`src/rtl/control_unit_gen_if.sv`:
```
// control_unit_gen_if: bus between the fetch/execute sequencer and the
// IR/decoder, flag, memory-handshake and PC/AC/memory strobe logic.
//   master modport: sequencer side (decoder/flag/handshake in, strobes out)
//   slave  modport: datapath side (drives opcode, flags, mem_ready, irq)
//   opcode     IR upper word (OPW bits)
//   zflg/nflg  AC zero / negative flags
//   mem_ready  current fetch/read/store completes this cycle
//   irq        level interrupt request
//   state_o    current sequencer state encoding
//   fetch, ld_iru, ld_opnd, opnd_idx, incr_pc, mem_rd, ld_ac, ld_pc,
//   store_mem, irq_ack, halted   control strobes and status
interface control_unit_gen_if #(
    parameter int unsigned OPW = 8
);
    logic [OPW-1:0] opcode;
    logic           zflg;
    logic           nflg;
    logic           mem_ready;
    logic           irq;
    logic [3:0]     state_o;
    logic           fetch;
    logic           ld_iru;
    logic           ld_opnd;
    logic [1:0]     opnd_idx;
    logic           incr_pc;
    logic           mem_rd;
    logic           ld_ac;
    logic           ld_pc;
    logic           store_mem;
    logic           irq_ack;
    logic           halted;

    modport master (
        input  opcode, zflg, nflg, mem_ready, irq,
        output state_o, fetch, ld_iru, ld_opnd, opnd_idx, incr_pc,
               mem_rd, ld_ac, ld_pc, store_mem, irq_ack, halted
    );

    modport slave (
        output opcode, zflg, nflg, mem_ready, irq,
        input  state_o, fetch, ld_iru, ld_opnd, opnd_idx, incr_pc,
               mem_rd, ld_ac, ld_pc, store_mem, irq_ack, halted
    );
endinterface

```
`src/rtl/control_unit_gen.sv`:
```
// control_unit_gen: fetch/execute sequencer for the 8-bit accumulator core.
// Fetches the opcode word plus OPND_WORDS operand words, then reads the
// memory operand, executes, stores or jumps, with a memory ready/wait
// handshake, HALT and an instruction-boundary interrupt.
//   clk    rising-edge clock
//   reset  asynchronous, active-high; returns to START
//   bus    control_unit_gen_if.master (decoder/flags/handshake in, strobes out)
module control_unit_gen #(
    parameter int unsigned OPW        = 8,
    parameter int unsigned OPND_WORDS = 1,
    parameter bit          IRQ_EN     = 1'b1
) (
    input logic              clk,
    input logic              reset,
    control_unit_gen_if.master bus
);

    typedef enum logic [3:0] {
        ST_START  = 4'd0,
        ST_PREPU  = 4'd1,
        ST_FETCHU = 4'd2,
        ST_PREPL  = 4'd3,
        ST_FETCHL = 4'd4,
        ST_READ   = 4'd5,
        ST_EXEC   = 4'd6,
        ST_STORE  = 4'd7,
        ST_JUMP   = 4'd8,
        ST_IRQ    = 4'd9,
        ST_HALT   = 4'd10
    } state_t;

    localparam logic [OPW-1:0] OP_NOP   = OPW'(5'h00);
    localparam logic [OPW-1:0] OP_CLR   = OPW'(5'h04);
    localparam logic [OPW-1:0] OP_STORE = OPW'(5'h03);
    localparam logic [OPW-1:0] OP_JMP   = OPW'(5'h10);
    localparam logic [OPW-1:0] OP_JN    = OPW'(5'h11);
    localparam logic [OPW-1:0] OP_JNZ   = OPW'(5'h12);
    localparam logic [OPW-1:0] OP_JZ    = OPW'(5'h13);
    localparam logic [OPW-1:0] OP_HALT  = OPW'(5'h1F);
    localparam logic [1:0]     LAST_IDX = 2'(OPND_WORDS - 1);

    state_t     state, state_next;
    logic [1:0] idx, idx_next;
    logic       irq_q;
    logic       class1, class2, is_cjump, jump_taken;
    state_t     boundary;

    assign irq_q    = IRQ_EN && bus.irq;
    assign boundary = irq_q ? ST_IRQ : ST_PREPU;

    assign class1   = (bus.opcode == OP_NOP) || (bus.opcode == OP_CLR);
    assign class2   = (bus.opcode == OPW'(5'h02)) || (bus.opcode == OPW'(5'h06)) ||
                      (bus.opcode == OPW'(5'h08)) || (bus.opcode == OPW'(5'h0E)) ||
                      (bus.opcode == OPW'(5'h0F));
    assign is_cjump = (bus.opcode == OP_JN) || (bus.opcode == OP_JNZ) ||
                      (bus.opcode == OP_JZ);
    assign jump_taken = ((bus.opcode == OP_JN)  &&  bus.nflg) ||
                        ((bus.opcode == OP_JNZ) && !bus.zflg) ||
                        ((bus.opcode == OP_JZ)  &&  bus.zflg);

    always_ff @(posedge clk or posedge reset) begin
        if (reset) begin
            state <= ST_START;
            idx   <= '0;
        end else begin
            state <= state_next;
            idx   <= idx_next;
        end
    end

    always_comb begin
        state_next    = state;
        idx_next      = idx;
        bus.fetch     = 1'b0;
        bus.ld_iru    = 1'b0;
        bus.ld_opnd   = 1'b0;
        bus.incr_pc   = 1'b0;
        bus.mem_rd    = 1'b0;
        bus.ld_ac     = 1'b0;
        bus.ld_pc     = 1'b0;
        bus.store_mem = 1'b0;
        bus.irq_ack   = 1'b0;
        bus.halted    = 1'b0;
        case (state)
            ST_START: state_next = ST_PREPU;
            ST_PREPU: begin
                bus.fetch  = 1'b1;
                state_next = ST_FETCHU;
            end
            ST_FETCHU: begin
                bus.fetch = 1'b1;
                if (bus.mem_ready) begin
                    bus.ld_iru  = 1'b1;
                    bus.incr_pc = 1'b1;
                    idx_next    = '0;
                    state_next  = ST_PREPL;
                end
            end
            ST_PREPL: begin
                bus.fetch = 1'b1;
                if (class1)                     state_next = ST_EXEC;
                else if (bus.opcode == OP_HALT) state_next = ST_HALT;
                else                            state_next = ST_FETCHL;
            end
            ST_FETCHL: begin
                bus.fetch = 1'b1;
                if (bus.mem_ready) begin
                    bus.ld_opnd = 1'b1;
                    bus.incr_pc = 1'b1;
                    if (idx != LAST_IDX) begin
                        idx_next   = idx + 2'd1;
                        state_next = ST_PREPL;
                    end else begin
                        idx_next = '0;
                        // A not-taken conditional jump is itself an
                        // instruction boundary: no read, no exec.
                        if (class2)                         state_next = ST_EXEC;
                        else if (bus.opcode == OP_STORE)    state_next = ST_STORE;
                        else if (bus.opcode == OP_JMP)      state_next = ST_JUMP;
                        else if (is_cjump && jump_taken)    state_next = ST_JUMP;
                        else if (is_cjump)                  state_next = boundary;
                        else                                state_next = ST_READ;
                    end
                end
            end
            ST_READ: begin
                bus.mem_rd = 1'b1;
                if (bus.mem_ready) state_next = ST_EXEC;
            end
            ST_EXEC: begin
                bus.ld_ac  = 1'b1;
                state_next = boundary;
            end
            ST_STORE: begin
                bus.store_mem = 1'b1;
                if (bus.mem_ready) state_next = boundary;
            end
            ST_JUMP: begin
                bus.ld_pc  = 1'b1;
                state_next = boundary;
            end
            ST_IRQ: begin
                bus.irq_ack = 1'b1;
                bus.ld_pc   = 1'b1;
                state_next  = ST_PREPU;
            end
            ST_HALT: bus.halted = 1'b1;
            default: begin
                state_next = ST_START;
                idx_next   = '0;
            end
        endcase
    end

    assign bus.state_o  = state;
    assign bus.opnd_idx = idx;

endmodule

```
`src/flat_wrapper.sv`:
```
// flat-port wrapper written by rule: the top's interface ports become plain ports
module control_unit_gen_flat 
#(
    parameter int unsigned OPW        = 8,
    parameter int unsigned OPND_WORDS = 1,
    parameter bit          IRQ_EN     = 1'b1
)
  (clk, reset, bus_opcode, bus_zflg, bus_nflg, bus_mem_ready, bus_irq, bus_state_o, bus_fetch, bus_ld_iru, bus_ld_opnd, bus_opnd_idx, bus_incr_pc, bus_mem_rd, bus_ld_ac, bus_ld_pc, bus_store_mem, bus_irq_ack, bus_halted);
  control_unit_gen_if #(.OPW(OPW)) bus_i ();
  input logic clk;
  input logic reset;
  input wire logic [$bits(bus_i.opcode)-1:0] bus_opcode;
  input wire logic [$bits(bus_i.zflg)-1:0] bus_zflg;
  input wire logic [$bits(bus_i.nflg)-1:0] bus_nflg;
  input wire logic [$bits(bus_i.mem_ready)-1:0] bus_mem_ready;
  input wire logic [$bits(bus_i.irq)-1:0] bus_irq;
  output wire logic [$bits(bus_i.state_o)-1:0] bus_state_o;
  output wire logic [$bits(bus_i.fetch)-1:0] bus_fetch;
  output wire logic [$bits(bus_i.ld_iru)-1:0] bus_ld_iru;
  output wire logic [$bits(bus_i.ld_opnd)-1:0] bus_ld_opnd;
  output wire logic [$bits(bus_i.opnd_idx)-1:0] bus_opnd_idx;
  output wire logic [$bits(bus_i.incr_pc)-1:0] bus_incr_pc;
  output wire logic [$bits(bus_i.mem_rd)-1:0] bus_mem_rd;
  output wire logic [$bits(bus_i.ld_ac)-1:0] bus_ld_ac;
  output wire logic [$bits(bus_i.ld_pc)-1:0] bus_ld_pc;
  output wire logic [$bits(bus_i.store_mem)-1:0] bus_store_mem;
  output wire logic [$bits(bus_i.irq_ack)-1:0] bus_irq_ack;
  output wire logic [$bits(bus_i.halted)-1:0] bus_halted;
  assign bus_i.opcode = bus_opcode;
  assign bus_i.zflg = bus_zflg;
  assign bus_i.nflg = bus_nflg;
  assign bus_i.mem_ready = bus_mem_ready;
  assign bus_i.irq = bus_irq;
  assign bus_state_o = bus_i.state_o;
  assign bus_fetch = bus_i.fetch;
  assign bus_ld_iru = bus_i.ld_iru;
  assign bus_ld_opnd = bus_i.ld_opnd;
  assign bus_opnd_idx = bus_i.opnd_idx;
  assign bus_incr_pc = bus_i.incr_pc;
  assign bus_mem_rd = bus_i.mem_rd;
  assign bus_ld_ac = bus_i.ld_ac;
  assign bus_ld_pc = bus_i.ld_pc;
  assign bus_store_mem = bus_i.store_mem;
  assign bus_irq_ack = bus_i.irq_ack;
  assign bus_halted = bus_i.halted;
  control_unit_gen #(.OPW(OPW), .OPND_WORDS(OPND_WORDS), .IRQ_EN(IRQ_EN)) u_core (.clk(clk), .reset(reset), .bus(bus_i));
endmodule
```
`config.mk`:
```
export PLATFORM = sky130hd
export DESIGN_NAME = control_unit_gen_flat
export DESIGN_NICKNAME = d
export VERILOG_FILES = /design/src/rtl/control_unit_gen_if.sv /design/src/rtl/control_unit_gen.sv /design/src/flat_wrapper.sv
export SDC_FILE = /design/constraint.sdc
export NUM_CORES = 1
export LEC_CHECK = 0
export ABC_AREA = 1
export BUFFER_PORTS_ARGS = -buffer_cell sky130_fd_sc_hd__clkbuf_2
export CORE_MARGIN = 5
export CORE_UTILIZATION = 40
export DETAILED_ROUTE_END_ITERATION = 8
export GPL_TIMING_DRIVEN = 0
export PLACE_DENSITY_LB_ADDON = 0.25
export RECOVER_POWER = 100
export SLEW_MARGIN = 20
export SYNTH_ARGS = -nofsm -noshare
export SYNTH_HDL_FRONTEND = slang
export SYNTH_SLANG_ARGS = --single-unit
```
`constraint.sdc`:
```
create_clock -name clk -period 4.1 [get_ports clk]
set_clock_uncertainty 0.1 [all_clocks]
set_input_delay 0.41 -clock clk [delete_from_list [all_inputs] [get_ports clk]]
set_output_delay 0.41 -clock clk [all_outputs]
set_load 0.03 [all_outputs]
```
==> metrics.txt, run 1 <==
crit path cell chain=nor2_1 > nand2_1 > a21oi_1 > clkbuf_1; Worst-Skew Late Latency=about 240 ps; Reg clk slew, reported paths=40 ps; hold path endpoint=u_core.bus.state_o[3]; H-tree Lvls=1; hold path startpoint=bus_irq; CTS buffer count=3; GR Util met1=between 15 and 20%; Slew Limit Fails=0; grt ovf=0; worst slew pin tran=380 ps; met3 usage=3.13%; setup bufs post-CTS=0; worst IR drop on VDD=0.000228 V; count of unique library cells instantiated by Yosys=23; DRT antenna net count=0; Max-cap violations=0; fillers=196; minimum clock period=2190 ps; reg-to-reg startpoint=u_core.bus.state_o[0]; Port Buf Inserts=29; WHS Path Cells=5; drt wl/cell=9.81 um; Seq/Total Area, Yosys=21.1%; Die Area=2720 um2; Avg Inst Size Synth=5.70 um2; Most Crowded Layer GR=met2; area of the multi-input gates=442 um2; vias in the first global route=around 820; status=completed; Achievable Freq=roughly 460 MHz; pin count of the biggest net entering global routing=9; fin crit share=53.3%; Die W=between 50 and 60 um; Setup TNS=0 ps; Critical Path RT=approximately 3600 ps; Layout area overhead=24.4%; Initial DRC Count=23; Fin Hold WS=422 ps; slowest CP cell=dfrtp_1; DRC=0; Via Count=842; CTS max path bufs=2; n_diodes=0; GRT met2 Usage=between 20% and 30%; layout cells sized above 1=around 16%; Synth Register Bits=6; Finish-stage setup viols=0; Reg area=150 um2; total design power=approximately 0.13 mW; first-pass GRT wire length=3.12 mm; RePlAce Congestion=around 0.81; dpl hpwl=approximately 1.5 mm; flop2flop setup slack=2430 ps; Mapped Area=712 um2; Die H=52.2 um; Synthesis Warnings=0; crit path launch type=flip-flop; Syn Inst Count=125; final wirelength=1.80 mm; root buf cell=clkbuf_4; endpoint type of the worst setup path=output pin; hold crit path type=in2reg; worst-path maximum fanout=8; drt pass-1 iters=4; Critical Path AT=1680 ps; Clock Sinks=6; drt via density=4.60; pwr/cell area=149 nW/um2; initial antenna violation count=0; worst setup path class=reg2out; cell row count=15; Max stage delay on crit path=~450 ps; relative slew slack=74.8%; Boundary Pins=30; Pleak=0.490 nW; Initial Util=41.7%; worst reg2reg endpoint=u_core.bus.opnd_idx[1]; unrepaired setup endpoints after global routing=no; number of cells on the worst reg-to-reg path=5; nets=176; core box area=1710 um2; CTS tree=done; Syn Nets=141; GRT Total Usage=14.5%; Hold Vio Cnt, Final=0
[registers in the layout (all words and copies together), names as in the netlist]
name and flops:
u_core.bus.opnd_idx 2, u_core.bus.state_o 4
[how the worst max path moves through the flow]
| stage | start | end | slack, ps | cells past startpoint |
|---|---|---|---|---|
| 2_1_floorplan | u_core.bus.state_o[3] | bus_fetch | 2080 | 3 |
| 3_3_place_gp | u_core.bus.state_o[0] | bus_incr_pc | 2410 | 4 |
| 3_5_place_dp | u_core.bus.state_o[0] | bus_incr_pc | 2400 | 4 |
| 4_1_cts | u_core.bus.state_o[0] | bus_incr_pc | 2140 | 4 |
| 5_1_grt | u_core.bus.state_o[0] | bus_incr_pc | 1730 | 4 |
| 6_report | u_core.bus.state_o[0] | bus_incr_pc | 1910 | 4 |
[cell families (layout without fill, tap and decap cells)]
kind of cell	after synthesis	count (layout)	share of synthesized area, %
and+or+nand+nor	68	68	43.4
AOI/OAI and AO/OA	21	21	17.2
DFF	6	6	21.1
buffers and inverters	28	61	14.8
adders and majority gates	2	2	3.51
[Yosys cell counts]
| cell type | number | area share (%) |
|---|---|---|
| o211ai_1 | 1 | 1.1 |
| nor2_2 | 3 | 2.6 |
| inv_1 | 24 | 13 |
| o21ai_0 | 5 | 3.5 |
| or2_1 | 1 | 0.88 |
| nor2_4 | 2 | 3.2 |
| inv_2 | 4 | 2.1 |
| nor4_2 | 1 | 1.8 |
| o31ai_1 | 1 | 1.1 |
| a31oi_1 | 1 | 0.88 |
| o21ai_1 | 5 | 3.5 |
| nand2_2 | 1 | 0.88 |
| nor2_1 | 16 | 8.4 |
| a21oi_1 | 6 | 4.2 |
| nand3_1 | 6 | 4.2 |
| ha_1 | 2 | 3.5 |
| nand4_1 | 1 | 0.88 |
| o21ai_2 | 1 | 1.2 |
| dfrtp_1 | 6 | 21 |
| nor3_1 | 1 | 0.70 |
| o211ai_2 | 1 | 1.8 |
| nand2_1 | 35 | 18 |
| nand3_2 | 1 | 1.4 |
[repair_timing]
| action | 4_1_cts | 5_1_grt |
|---|---|---|
| hold endpoints to repair | 6 | 0 |
| gates resized for setup | 0 | 0 |
| hold buffers | 1 | 0 |
[layout by cell type, fill, tap and decap left out, drive strengths merged]
master,count
clkbuf,32
a31oi,1
o21ai,11
nand3,7
inv,28
o31ai,1
nor2,21
dfrtp,6
a21oi,6
dlygate4sd3,1
nor3,1
o211ai,2
ha,2
or2,1
nand4,1
nand2,36
nor4,1
[layout make-up]
class / count / share of cell area, %
multi-input combinational: 91 / 49.9
clock buffer: 3 / 2.54
tap: 25 / 3.53
sequential: 6 / 16.9
timing repair buffer: 30 / 15.3
inverter: 28 / 11.9
[worst max-delay path: cells and delay by family (launching register included)]
family | cells | cell delay [ps]
buffers and inverters | 1 | 320
AND/OR/NAND/NOR | 2 | 480
AO/OA/AOI/OAI | 1 | 180
flip-flops | 1 | 450
[layer usage]
| layer | wire, um | share of wire (%) |
|---|---|---|
| met5 | 0 | 0 |
| met4 | 0 | 0 |
| met3 | 94 | 5.2 |
| met2 | 871 | 48 |
| met1 | 830 | 46 |
[power by group]
part           internal [mW]  leakage [nW]  switching [mW]
sequential            0.0594        0.0734               0
clock                 0.0330        0.0138          0.0201
combinational        0.00800         0.403          0.0113
[metrics by stage]
stage	setup slack, ps	utilization, %	area (um2)	std cells
3_3_place_gp	2410	52.0	888	179
4_1_cts	2140	53.9	921	183
6_report	1910	51.9	886	183
2_1_floorplan	2080	-	712	125
5_1_grt	1730	51.9	886	183
3_5_place_dp	2400	52.0	888	179
Power figures use the tool's default switching activity.
==> run 2: changes to the inputs <==
--- a/config.mk
+++ b/config.mk
@@ -5,7 +5,7 @@
 export SDC_FILE = /design/constraint.sdc
 export NUM_CORES = 1
 export LEC_CHECK = 0
-export ABC_AREA = 1
+export ABC_AREA = 0
 export BUFFER_PORTS_ARGS = -buffer_cell sky130_fd_sc_hd__clkbuf_2
 export CORE_MARGIN = 5
 export CORE_UTILIZATION = 40
==> constraint.sdc (replaced) <==
create_clock -name clk -period 2.1 [get_ports clk]
set_clock_uncertainty 0.1 [all_clocks]
set_input_delay 0.21 -clock clk [delete_from_list [all_inputs] [get_ports clk]]
set_output_delay 0.21 -clock clk [all_outputs]
set_load 0.03 [all_outputs]
==> metrics.txt, run 2 <==
fraction of registers with async set/reset=100% (unchanged); Critical Path Source=u_core.bus.state_o[2]; Initial DRC Count=31 (+35%); Largest register FFs=4 (unchanged); cell row count=15 (unchanged); Reg clk slew, reported paths=40 ps (about the same); Worst-Skew Late Latency=240 ps (about the same); RePlAce Congestion=0.899 (+11%); drt wl/cell=13.1 um (+33%); Mapped Area=729 um2 (+2.5%); minimum clock period=2000 ps; Layout area overhead=28.3%; commonest cells after routing, fill and taps aside=20 x clkbuf_2, 13 x nor2_1, 11 x clkbuf_1, 8 x a21oi_1, 7 x inv_1; count of unique library cells instantiated by Yosys=41 (+78%); CTS max path bufs=2 (unchanged); Synth top area share=20.6% (-0.51 points); drt via density=5.50 (+20%); WHS Path Cells=3 (-2); Critical Path AT=1690 ps (about the same); count leader, synth=nor2_1; worst-path maximum fanout=9 (+1); DRT antenna net count=0 (unchanged); reg-to-reg startpoint=u_core.bus.state_o[3]; CTS tree=done; drt pass-1 iters=4 (unchanged); CTS buffer count=3 (unchanged); fin area=936 um2 (+5.6%); crit path cell chain=buf_2 > nor2b_2 > and3_1 > or2_2 > clkbuf_2; n_diodes=0 (unchanged); worst reg2reg endpoint=u_core.bus.opnd_idx[1]; Syn Nets=114 (-19%); final wirelength=2.01 mm (+12%); layout cells sized above 1=26.4% (+11 points); initial antenna violation count=0 (unchanged); Die W=52.7 um (+0.99%); Avg Inst Size Synth=7.44 um2 (+31%); Setup TNS=0 ps (unchanged); Synthesis Warnings=0 (unchanged); hold path endpoint=u_core.bus.state_o[3]; GRT Total Usage=16.1% (+1.6 points); setup bufs post-CTS=0 (unchanged); slowest CP cell=dfrtp_1; Synth Register Bits=6 (unchanged); worst setup path class=reg2out; Critical Path RT=1790 ps (-1800 ps); Syn Inst Count=98 (-22%); Finish-stage setup viols=0 (unchanged); top cells by count, synth=13 x nor2_1, 8 x a21oi_1, 7 x inv_1, 6 x dfrtp_1, 6 x nand3_1; pin count of the biggest net entering global routing=11 (+2); crit path launch type=flip-flop; flop2flop setup slack=230 ps (-2200 ps); endpoint type of the worst setup path=output pin; Die H=52.7 um (+0.99%); root buf cell=clkbuf_4; hold crit path type=in2reg; Die Area=2780 um2 (+2.0%); pwr/cell area=1220 nW/um2 (+720%); relative slew slack=63.5% (-11 points); nets=147 (-16%); Max-cap violations=0 (unchanged); DP Area=916 um2 (+3.1%); Initial Util=42.2% (+0.56 points); most common cell after layout, fill and taps aside=clkbuf_2; DRC=0 (unchanged); vias in the first global route=784 (-4.7%); fin crit share=95.0%; largest cells by area after synthesis=dfrtp_1 21%, nor2_1 6.7%, a21oi_1 5.5%; Via Count=847 (+0.59%); Hold Vio Cnt, Final=0 (unchanged); worst slew pin tran=546 ps (+166 ps); number of cells on the worst reg-to-reg path=6 (+1); dpl hpwl=1.61 mm (+3.8%); number of synthesized flops with an enable pin=0 (unchanged); core box area=1730 um2 (+1.1%); Max stage delay on crit path=380 ps (-70 ps); area leader, netlist=dfrtp_1; first-pass GRT wire length=3.34 mm (+7.1%); Pleak=0.414 nW (-16%); ys flop type=dfrtp_1; Clock Sinks=6 (unchanged); Boundary Pins=30 (unchanged); H-tree Lvls=1 (unchanged); Seq/Total Area, Yosys=20.6% (-0.51 points); hold path startpoint=bus_irq; Port Buf Inserts=28 (-3.4%); unrepaired setup endpoints after global routing=no; grt ovf=0 (unchanged); status=completed; worst IR drop on VDD=0.00105 V (+360%); Slew Limit Fails=0 (unchanged); Achievable Freq=501 MHz
==> run 2: cell count changes in the layout (fill, tap and decap cells not counted), moves of 4 or more <==
| cell | previous run | this run |
|---|---|---|
| clkbuf_2 | 13 | 20 |
| nand2_1 | 36 | 5 |
| o21ai_1 | 4 | 0 |
| clkbuf_1 | 16 | 11 |
| nor2_1 | 17 | 13 |
| inv_1 | 25 | 7 |
==> run 2: metal layers <==
| layer | up-vias | GRT usage, % | share of wire (%) |
|---|---|---|---|
| met5 | - | 0 | 0 |
| met4 | 0 | 8.51 | 1.5 |
| met3 | 3 | 2.56 | 9.1 |
| met2 | 38 | 26.0 | 45 |
| met1 | 380 | 20.2 | 44 |
| li1 | 426 | - | - |
==> run 2: repair_timing <==
item / CTS / global route
hold buffers: 1 / 0
gates resized for setup: 0 / 3
endpoints found under the setup margin: 0 / 2
hold endpoints to repair: 6 / 0
==> run 2: power by group <==
group / switching, mW / leakage, nW / internal, mW
Combinational: 0.574 / 0.321 / 0.262
Sequential: 0.0484 / 0.0786 / 0.152
Clock: 0.0397 / 0.0138 / 0.0645
Total: 0.663 / 0.414 / 0.478
==> run 2: logic make-up (layout without fill, tap and decap cells) <==
logic type	Yosys count	in the layout	share of synthesized area [%]
simple gates	45	45	37.2
compound gates	27	27	25.2
buf+inv	14	45	8.23
flops	6	6	20.6
fa+ha+maj	3	3	4.80
mux	2	2	2.74
xor+xnor	1	1	1.20
==> run 2: stage by stage <==
stage | std cells | utilization, % | worst slack [ps] | total power [mW] | hold WS (ps)
after floorplan | 98 | - | 90.9 | 0.835 | -99.0
after global placement | 151 | 53.0 | 325 | 1.04 | 2.73
after detailed placement | 151 | 53.0 | 282 | 1.05 | 9.27
after CTS | 155 | 54.9 | 14.4 | 1.16 | 260
after global routing | 154 | 54.2 | 29.7 | 1.24 | 314
final | 154 | 54.2 | 104 | 1.14 | 279
==> run 2: final cells by class <==
| cell class | count | area (um2) |
|---|---|---|
| Timing Repair Buffer | 29 | 139 |
| Inverter | 7 | 26.3 |
| Fill cell | 175 | 791 |
| Clock buffer | 3 | 22.5 |
| Multi-Input combinational cell | 78 | 537 |
| Sequential cell | 6 | 150 |
| Tap cell | 25 | 31.3 |
| Buffer | 6 | 30.0 |
==> run 2: critical path, delay by kind of cell (launching register included) <==
family / cells / cell delay (ps)
buffers and inverters: 2 / 360
flip-flops: 1 / 380
AND/OR/NAND/NOR: 3 / 710
==> run 2: worst max-delay path by stage <==
stage                             end  slack [ps]  depth (start not counted)
6_report                  bus_incr_pc         100                          5
2_1_floorplan             bus_incr_pc          90                          4
5_1_grt        u_core.bus.opnd_idx[1]          30                          5
3_3_place_gp              bus_incr_pc         330                          5
4_1_cts                   bus_incr_pc          10                          5
3_5_place_dp   u_core.bus.opnd_idx[1]         280                          6
